`src/rtl/mem_bus_arbiter.sv`:
```
// Merges instruction-fetch and data masters onto one memory/IO bus; grant is one cycle after request.
// Acks route combinationally to the owner; a grant is held until q_m_ack, with one IDLE cycle between transfers.
module mem_bus_arbiter #(
  parameter int MAX_DATA_BURST = 4
) (
  input  logic        clk,
  input  logic        reset,
  input  logic [19:1] instr_m_addr,
  input  logic        instr_m_access,
  output logic        instr_m_ack,
  output logic [15:0] instr_m_data_in,
  input  logic [19:1] data_m_addr,
  input  logic [15:0] data_m_data_out,
  input  logic        data_m_access,
  input  logic        data_m_wr_en,
  input  logic [1:0]  data_m_bytesel,
  input  logic        d_io,
  output logic        data_m_ack,
  output logic [15:0] data_m_data_in,
  output logic [19:1] q_m_addr,
  output logic [15:0] q_m_data_out,
  output logic        q_m_access,
  output logic        q_m_wr_en,
  output logic [1:0]  q_m_bytesel,
  output logic        q_io,
  input  logic [15:0] q_m_data_in,
  input  logic        q_m_ack
);

  typedef enum logic [1:0] {
    IDLE        = 2'd0,
    GRANT_INSTR = 2'd1,
    GRANT_DATA  = 2'd2
  } state_t;

  typedef struct packed {
    logic [19:1] addr;
    logic [15:0] dat;
    logic        wr_en;
    logic [1:0]  bytesel;
    logic        io;
  } bus_req_t;

  localparam logic [3:0] BURST_MAX = 4'(MAX_DATA_BURST);

  state_t     state;
  logic [3:0] burst_cnt;
  logic       last_grant_data;
  logic       access_q;
  logic       force_instr;
  bus_req_t   instr_req;
  bus_req_t   data_req;
  bus_req_t   bus_req;

  // burst_cnt is only ever non-zero after a data completion, so the
  // last_grant term never changes the outcome; it just documents ownership.
  assign force_instr = last_grant_data && (burst_cnt == BURST_MAX);

  always_ff @(posedge clk or negedge reset) begin
    if (!reset) begin
      state           <= IDLE;
      burst_cnt       <= 4'd0;
      last_grant_data <= 1'b0;
      access_q        <= 1'b0;
    end else begin
      unique case (state)
        IDLE: begin
          if (instr_m_access && (!data_m_access || force_instr)) begin
            state    <= GRANT_INSTR;
            access_q <= 1'b1;
          end else if (data_m_access) begin
            state    <= GRANT_DATA;
            access_q <= 1'b1;
          end
        end
        GRANT_INSTR: begin
          if (q_m_ack) begin
            state           <= IDLE;
            access_q        <= 1'b0;
            last_grant_data <= 1'b0;
            burst_cnt       <= 4'd0;
          end
        end
        GRANT_DATA: begin
          if (q_m_ack) begin
            state           <= IDLE;
            access_q        <= 1'b0;
            last_grant_data <= 1'b1;
            // Count only data grants that made a pending fetch wait.
            if (!instr_m_access) begin
              burst_cnt <= 4'd0;
            end else if (burst_cnt != BURST_MAX) begin
              burst_cnt <= burst_cnt + 4'd1;
            end
          end
        end
        default: begin
          state    <= IDLE;
          access_q <= 1'b0;
        end
      endcase
    end
  end

  assign instr_req = '{addr: instr_m_addr, dat: 16'h0000, wr_en: 1'b0, bytesel: 2'b11, io: 1'b0};
  assign data_req  = '{addr: data_m_addr, dat: data_m_data_out, wr_en: data_m_wr_en,
                       bytesel: data_m_bytesel, io: d_io};

  always_comb begin
    bus_req = '0;
    unique case (state)
      GRANT_INSTR: bus_req = instr_req;
      GRANT_DATA:  bus_req = data_req;
      default:     bus_req = '0;
    endcase
  end

  assign q_m_addr     = bus_req.addr;
  assign q_m_data_out = bus_req.dat;
  assign q_m_wr_en    = bus_req.wr_en;
  assign q_m_bytesel  = bus_req.bytesel;
  assign q_io         = bus_req.io;
  assign q_m_access   = access_q;

  assign instr_m_ack = (state == GRANT_INSTR) && q_m_ack;
  assign data_m_ack  = (state == GRANT_DATA) && q_m_ack;

  assign instr_m_data_in = q_m_data_in;
  assign data_m_data_in  = q_m_data_in;

endmodule

```
`config.mk`:
```
export PLATFORM = sky130hd
export DESIGN_NAME = mem_bus_arbiter
export DESIGN_NICKNAME = d
export VERILOG_FILES = /design/src/rtl/mem_bus_arbiter.sv
export SDC_FILE = /design/constraint.sdc
export NUM_CORES = 1
export LEC_CHECK = 0
export ABC_AREA = 1
export ABC_CLOCK_PERIOD_IN_PS = 1150
export CAP_MARGIN = 20
export CORE_UTILIZATION = 23
export CTS_CLUSTER_DIAMETER = 80
export DETAILED_ROUTE_END_ITERATION = 6
export PLACE_DENSITY_LB_ADDON = 0.1
export SLEW_MARGIN = 0
export SYNTH_ARGS = -nofsm -noshare
export SYNTH_HDL_FRONTEND = slang
export SYNTH_SLANG_ARGS = --single-unit
export TNS_END_PERCENT = 50
```
`constraint.sdc`:
```
create_clock -name clk -period 1.15 [get_ports clk]
set_input_delay 0.115 -clock clk [delete_from_list [all_inputs] [get_ports clk]]
set_output_delay 0.115 -clock clk [all_outputs]
set_load 0.005 [all_outputs]
```
==> results of run 1 <==
logic make-up (layout without fill, tap and decap cells):
logic type / count (synthesis) / after routing / synth area share [%]
adder cells (fa/ha/maj): 5 / 5 / 5.36
flip-flops: 8 / 8 / 17.2
buffers and inverters: 73 / 161 / 34.7
AO/OA/AOI/OAI: 23 / 23 / 9.87
XOR/XNOR: 2 / 2 / 1.50
AND/OR/NAND/NOR: 95 / 95 / 31.4
registers in the layout, indices dropped and copies added, names as in the netlist:
register / cells
state: 2
burst_cnt: 4
q_m_access: 1
last_grant_data: 1
path summary, 6_finish.rpt:
kind	slack, ns	end	cells after the start
setup reg to reg	-0.33	burst_cnt[3]	10
max in group asynchronous	0.71	last_grant_data	1
setup / recovery	-0.41	q_m_addr[16]	7
hold reg to reg	0.47	q_m_access	2
hold / removal	0.17	burst_cnt[1]	1
min in group clk	0.23	data_m_data_in[6]	0
power groups by stage:
stage               registers (mW)  logic, mW  clock network (mW)
finish                       0.412       3.39               0.333
global route                 0.423       3.67               0.367
CTS                          0.407       2.72               0.346
detailed placement           0.410       2.58                   0
global placement             0.409       2.59                   0
floorplan                    0.415       1.14                   0
worst max-delay path, stage by stage (launching register included):
cell and delay (ns):
dfrtp_1 0.40, inv_2 0.11, ha_4 0.18, buf_12 0.11
buf_16 0.11, nand2_1 0.06, a21oi_2 0.12, buf_2 0.13
timing repair:
action | 4_1_cts | 5_1_grt
pin swaps | 2 | 9
resized for setup | 81 | 122
setup buffers | 2 | 2
hold buffers | 0 | 0
setup endpoints to repair | 49 | 49
gates cloned | 2 | 3
cell usage after synthesis:
| cell type | instances | area (um2) |
|---|---|---|
| a21oi_1 | 21 | 105 |
| buf_2 | 5 | 25.0 |
| buf_4 | 33 | 248 |
| clkbuf_1 | 2 | 7.51 |
| clkinv_1 | 1 | 3.75 |
| dfrtp_1 | 8 | 200 |
| ha_1 | 5 | 62.6 |
| inv_1 | 32 | 120 |
| nand2_1 | 87 | 327 |
| nand3_1 | 6 | 30.0 |
| nand4_1 | 1 | 6.26 |
| nor2_1 | 1 | 3.75 |
| o21ai_1 | 2 | 10.0 |
| xnor2_1 | 1 | 8.76 |
| xor2_1 | 1 | 8.76 |
metrics by stage:
stage	power (mW)	area [um2]	utilization [%]	hold slack, ns	setup TNS, ns
floorplan	1.55	1170	-	-0.181	-2.32
global placement	3.00	2140	44.7	0.230	-21.12
detailed placement	2.99	2140	44.7	0.230	-21.61
CTS	3.48	2280	47.6	0.183	-19.24
global route	4.46	2340	48.9	0.199	-17.72
finish	4.14	2340	48.9	0.173	-14.78
cell type report:
type / instances / area [um2] / area share (%)
Clock buffer: 3 / 41.3 / 1.76
Inverter: 33 / 130 / 5.56
Multi-Input combinational cell: 125 / 742 / 31.7
Sequential cell: 8 / 200 / 8.55
Tap cell: 67 / 83.8 / 3.58
Timing Repair Buffer: 125 / 1140 / 48.9
layer usage:
metal  track usage [%]  up-vias  routed length (um)
met4              5.23        0                  66
met1              16.8      645                1850
met3              3.04       14                 337
met5                 0        -                   0
met2              24.0       58                2140
li1                  -      758                   -
==> impl_metrics.env, run 1 <==
export IMPL_p_sw_share_pct=42.4
export IMPL_clk_latency_ns=0.22
export IMPL_path_clk_slew_ns=0.04
export IMPL_p_comb_share_pct=82.0
export IMPL_setup_violations_final=48
export IMPL_hold_viol=0
export IMPL_maxSlewViolCount=0
export IMPL_grt_pass1_vias=1233
export IMPL_critPathCaptureType="primary output"
export IMPL_layout_commonest_cell="nand2_1"
export IMPL_fill_cells=486
export IMPL_core_area_um2=4790
export IMPL_htree_levels=1
export IMPL_start_util_pct=24.4
export IMPL_criticalPathCategory="flip-flop to primary output"
export IMPL_cp_start_kind="flip-flop"
export IMPL_hold_class="primary input to async pin"
export IMPL_root_buffer="clkbuf_8"
export IMPL_die_w_um=73.2
export IMPL_synth_cell_types=15
export IMPL_synth_nets=290
export IMPL_vias=1475
export IMPL_grt_max_degree=22
export IMPL_max_freq_mhz=639
export IMPL_powerDensity_nw_per_um2=1770
export IMPL_antenna_found_initial=0
export IMPL_timing_final_ws_setup_ns=-0.414
export IMPL_crit_start="state[1]"
export IMPL_grt_overflow_total=0
export IMPL_maxCapViolCount=0
export IMPL_fp_dieH_um=73.2
export IMPL_routed_wirelength_mm=4.40
export IMPL_synth_cells=206
export IMPL_dpl_hpwl_mm=3.09
export IMPL_final_nets=380
export IMPL_clock_sinks=8
export IMPL_cp_max_fo=10
export IMPL_tightest_slew_ns=0.371
export IMPL_dieArea_um2=5360
export IMPL_fin_skew_ns=0.000368
export IMPL_required_ns=1.03
export IMPL_routed_via_density=4.09
export IMPL_internal_power_mw=2.38
export IMPL_final_cell_mix="71 x nand2_1, 62 x clkdlybuf4s50_1, 26 x inv_1"
export IMPL_status="finished with violations"
export IMPL_p_switching_mw=1.75
export IMPL_io_pins=153
export IMPL_ant_nets=0
export IMPL_fin_cells=361
export IMPL_cts_tree="built"
export IMPL_drt_initial_drc_count=52
export IMPL_p_seq_share_pct=10.0
export IMPL_area_delta_synth_final_pct=101
export IMPL_antenna_cells=0
export IMPL_violations="negative setup slack"
export IMPL_post_place_ws_ns=-0.614
export IMPL_portBuffers=104
export IMPL_track_usage_pct=13.9
export IMPL_wl_per_cell_um=12.2
export IMPL_p_clk_share_pct=8.0
export IMPL_fin_crit_ns=1.56
export IMPL_maxSlewHeadroom_pct=75.2
export IMPL_min_period_over_period_pct=136
export IMPL_cts_made_buffers=3
export IMPL_rsz0062_at_grt="true"
export IMPL_syn_area_um2=1170
export IMPL_rows=25
export IMPL_drc=0
export IMPL_worstReg2RegStart="state[1]"
export IMPL_ys_warn_count=0
export IMPL_dp_cells=349
export IMPL_synth_seq_cells=8
export IMPL_synth_avg_cell_area_um2=5.66
export IMPL_p_leak_nw=1.21
export IMPL_peakVddDrop_mv=0.879
export IMPL_grt_pass1_wl_mm=5.82
export IMPL_clockBufferDepth=2
export IMPL_crit_arrival_ns=1.45
export IMPL_gp_congestion=0.773
export IMPL_drive_above_1_share_pct=36.4
export IMPL_yosysSeqAreaShare_pct=17.2
export IMPL_dr_pass1_iters=4
Note: power is estimated with default switching activity, not from simulation.
==> inputs of run 2 (changes only) <==
--- a/config.mk
+++ b/config.mk
@@ -10,6 +10,7 @@
 export CAP_MARGIN = 20
 export CORE_UTILIZATION = 23
 export CTS_CLUSTER_DIAMETER = 80
+export CTS_CLUSTER_SIZE = 14
 export DETAILED_ROUTE_END_ITERATION = 6
 export PLACE_DENSITY_LB_ADDON = 0.1
 export SLEW_MARGIN = 0
==> results of run 2 <==
No change in the layout: final DEF, timing and power equal those of run 1.
==> inputs of run 3 (changes only) <==
--- a/config.mk
+++ b/config.mk
@@ -12,7 +12,8 @@
 export CTS_CLUSTER_DIAMETER = 80
 export CTS_CLUSTER_SIZE = 14
 export DETAILED_ROUTE_END_ITERATION = 6
-export PLACE_DENSITY_LB_ADDON = 0.1
+export GPL_ROUTABILITY_DRIVEN = 0
+export PLACE_DENSITY = 0.77
 export SLEW_MARGIN = 0
 export SYNTH_ARGS = -nofsm -noshare
 export SYNTH_HDL_FRONTEND = slang
==> run 3 against run 2 <==
  * The flow still finishes with violations (negative setup slack)
  * Count of clock-buffer cells in the layout stayed put
  * Combinational power is 16% higher
  * Global-route usage is 1.2 points higher
  * Final area is 5.1% higher
  * Maximum frequency is 3.7% lower
  * Clock power hardly changed
  * Setup slack worse by 0.061 ns
  * Clock skew is 0.0033 ns higher
  * Worst hold slack better by 0.0011 ns
  * Utilization is 2.5 points higher
  * Sequential share of layout area is 0.37 points lower
==> impl_metrics.env, run 3 (synthesis results as in run 1) <==
export IMPL_dieArea_um2=5360
export IMPL_cp_start_kind="flip-flop"
export IMPL_setup_violations_final=49
export IMPL_fin_cells=367
export IMPL_io_pins=153
export IMPL_peakVddDrop_mv=0.919
export IMPL_crit_arrival_ns=1.51
export IMPL_top_layer="met4"
export IMPL_dr_pass1_iters=3
export IMPL_violations="negative setup slack"
export IMPL_crit_start="state[0]"
export IMPL_worstReg2RegStart="state[0]"
export IMPL_wl_per_cell_um=12.5
export IMPL_critPathSlowestCell="dfrtp_1"
export IMPL_design_area_um2=2460
export IMPL_grt_overflow_total=0
export IMPL_clockBufferDepth=2
export IMPL_grt_max_degree=19
export IMPL_clk_latency_ns=0.23
export IMPL_postLayoutCoreUtil_pct=51.4
export IMPL_cts_tree="built"
export IMPL_tns_ns=-17.61
export IMPL_required_ns=1.03
export IMPL_cp_max_fo=5
export IMPL_area_delta_synth_final_pct=111
export IMPL_largestRegisters="burst_cnt (4), state (2)"
export IMPL_maxSlewViolCount=0
export IMPL_fp_dieH_um=73.2
export IMPL_core_area_um2=4790
export IMPL_wl_met2_mm=2.43
export IMPL_max_freq_mhz=615
export IMPL_start_util_pct=24.4
export IMPL_layout_commonest_cell="clkdlybuf4s50_1"
export IMPL_post_place_ws_ns=-0.599
export IMPL_routed_wirelength_mm=4.58
export IMPL_antenna_found_initial=0
export IMPL_timing_final_ws_setup_ns=-0.475
export IMPL_htree_levels=1
export IMPL_antenna_cells=0
export IMPL_hold_class="primary input to async pin"
export IMPL_grt_pass1_vias=1414
export IMPL_final_cell_mix="62 x clkdlybuf4s50_1, 61 x nand2_1, 30 x buf_2"
export IMPL_maxSlewHeadroom_pct=74.3
export IMPL_clock_sinks=8
export IMPL_status="finished with violations"
export IMPL_p_leak_nw=1.27
export IMPL_criticalPathCategory="flip-flop to primary output"
export IMPL_dp_cells=347
export IMPL_path_clk_slew_ns=0.04
export IMPL_root_buffer="clkbuf_8"
export IMPL_routed_via_density=4.17
export IMPL_fin_crit_ns=1.63
export IMPL_tightest_slew_ns=0.384
export IMPL_track_usage_pct=15.2
export IMPL_min_period_over_period_pct=141
export IMPL_cts_made_buffers=3
export IMPL_portBuffers=104
export IMPL_maxCapViolCount=0
export IMPL_fin_skew_ns=0.00370
export IMPL_met3_length_um=261
export IMPL_drc=0
export IMPL_die_w_um=73.2
export IMPL_drive_above_1_share_pct=42.0
export IMPL_largest_reg_flops=4
export IMPL_critPathCaptureType="primary output"
export IMPL_vias=1530
export IMPL_path_cells="inv_2, ha_4, buf_12, buf_8, clkbuf_16, nand2_2, a21oi_2, buf_2"
export IMPL_hold_viol=0
export IMPL_final_nets=386
export IMPL_place_area_um2=2110
export IMPL_rows=25
export IMPL_drt_initial_drc_count=35
export IMPL_dpl_hpwl_mm=3.03
export IMPL_grt_pass1_wl_mm=6.34
export IMPL_top_register="burst_cnt"
export IMPL_powerDensity_nw_per_um2=1910
export IMPL_wl_met1_mm=1.82
export IMPL_rsz0062_at_grt="true"
export IMPL_ant_nets=0
export IMPL_cp_slowest_stage_delay_ns=0.39
[run 3: final timing paths]
kind / depth (start not counted) / endpoint / slack [ns]
max in group asynchronous: 1 / state[1] / 0.68
worst max register to register: 10 / burst_cnt[0] / -0.30
worst min register to register: 2 / q_m_access / 0.47
min in group clk: 0 / data_m_data_in[0] / 0.23
worst min-delay path: 1 / q_m_access / 0.17
worst max-delay path: 8 / q_m_addr[12] / -0.48
[run 3: metrics by stage]
step	hold slack [ns]	power, mW
floorplan	-0.181	1.55
global placement	0.230	2.89
detailed placement	0.230	2.94
CTS	0.186	4.39
global route	0.208	5.06
finish	0.174	4.70
[run 3: worst max-delay path: cells and delay by family, from the launching register on]
family / cells / cell delay (ns)
AOI/OAI and AO/OA: 1 / 0.12
and+or+nand+nor: 1 / 0.05
adders and majority gates: 1 / 0.15
DFF: 1 / 0.39
buffers and inverters: 5 / 0.56
[run 3: final cells by class]
class | count | area, um2
timing repair buffer | 131 | 1240
tap | 67 | 83.8
clock buffer | 3 | 41.3
multi-input combinational | 125 | 761
sequential | 8 | 201
inverter | 33 | 130
fill | 486 | 2320
[run 3: layer usage]
metal  vias to the layer above  track usage, %
li1                        774               -
met1                       697            16.8
met2                        51            29.5
met3                         8            1.52
met4                         0            5.23
met5                         -               0
[run 3: timing repair]
action,4_1_cts,5_1_grt
gates resized for setup,185,50
endpoints found under the setup margin,50,49
cloned,4,3
buffers inserted,10,2
hold buffers,0,0
pin swaps,4,5
[run 3: power by group]
part	internal [mW]	total (mW)	switching (mW)	leakage, nW
Clock	0.227	0.335	0.108	0.0216
Sequential	0.366	0.425	0.0597	0.102
Combinational	2.20	3.94	1.74	1.15
Total	2.79	4.70	1.91	1.27
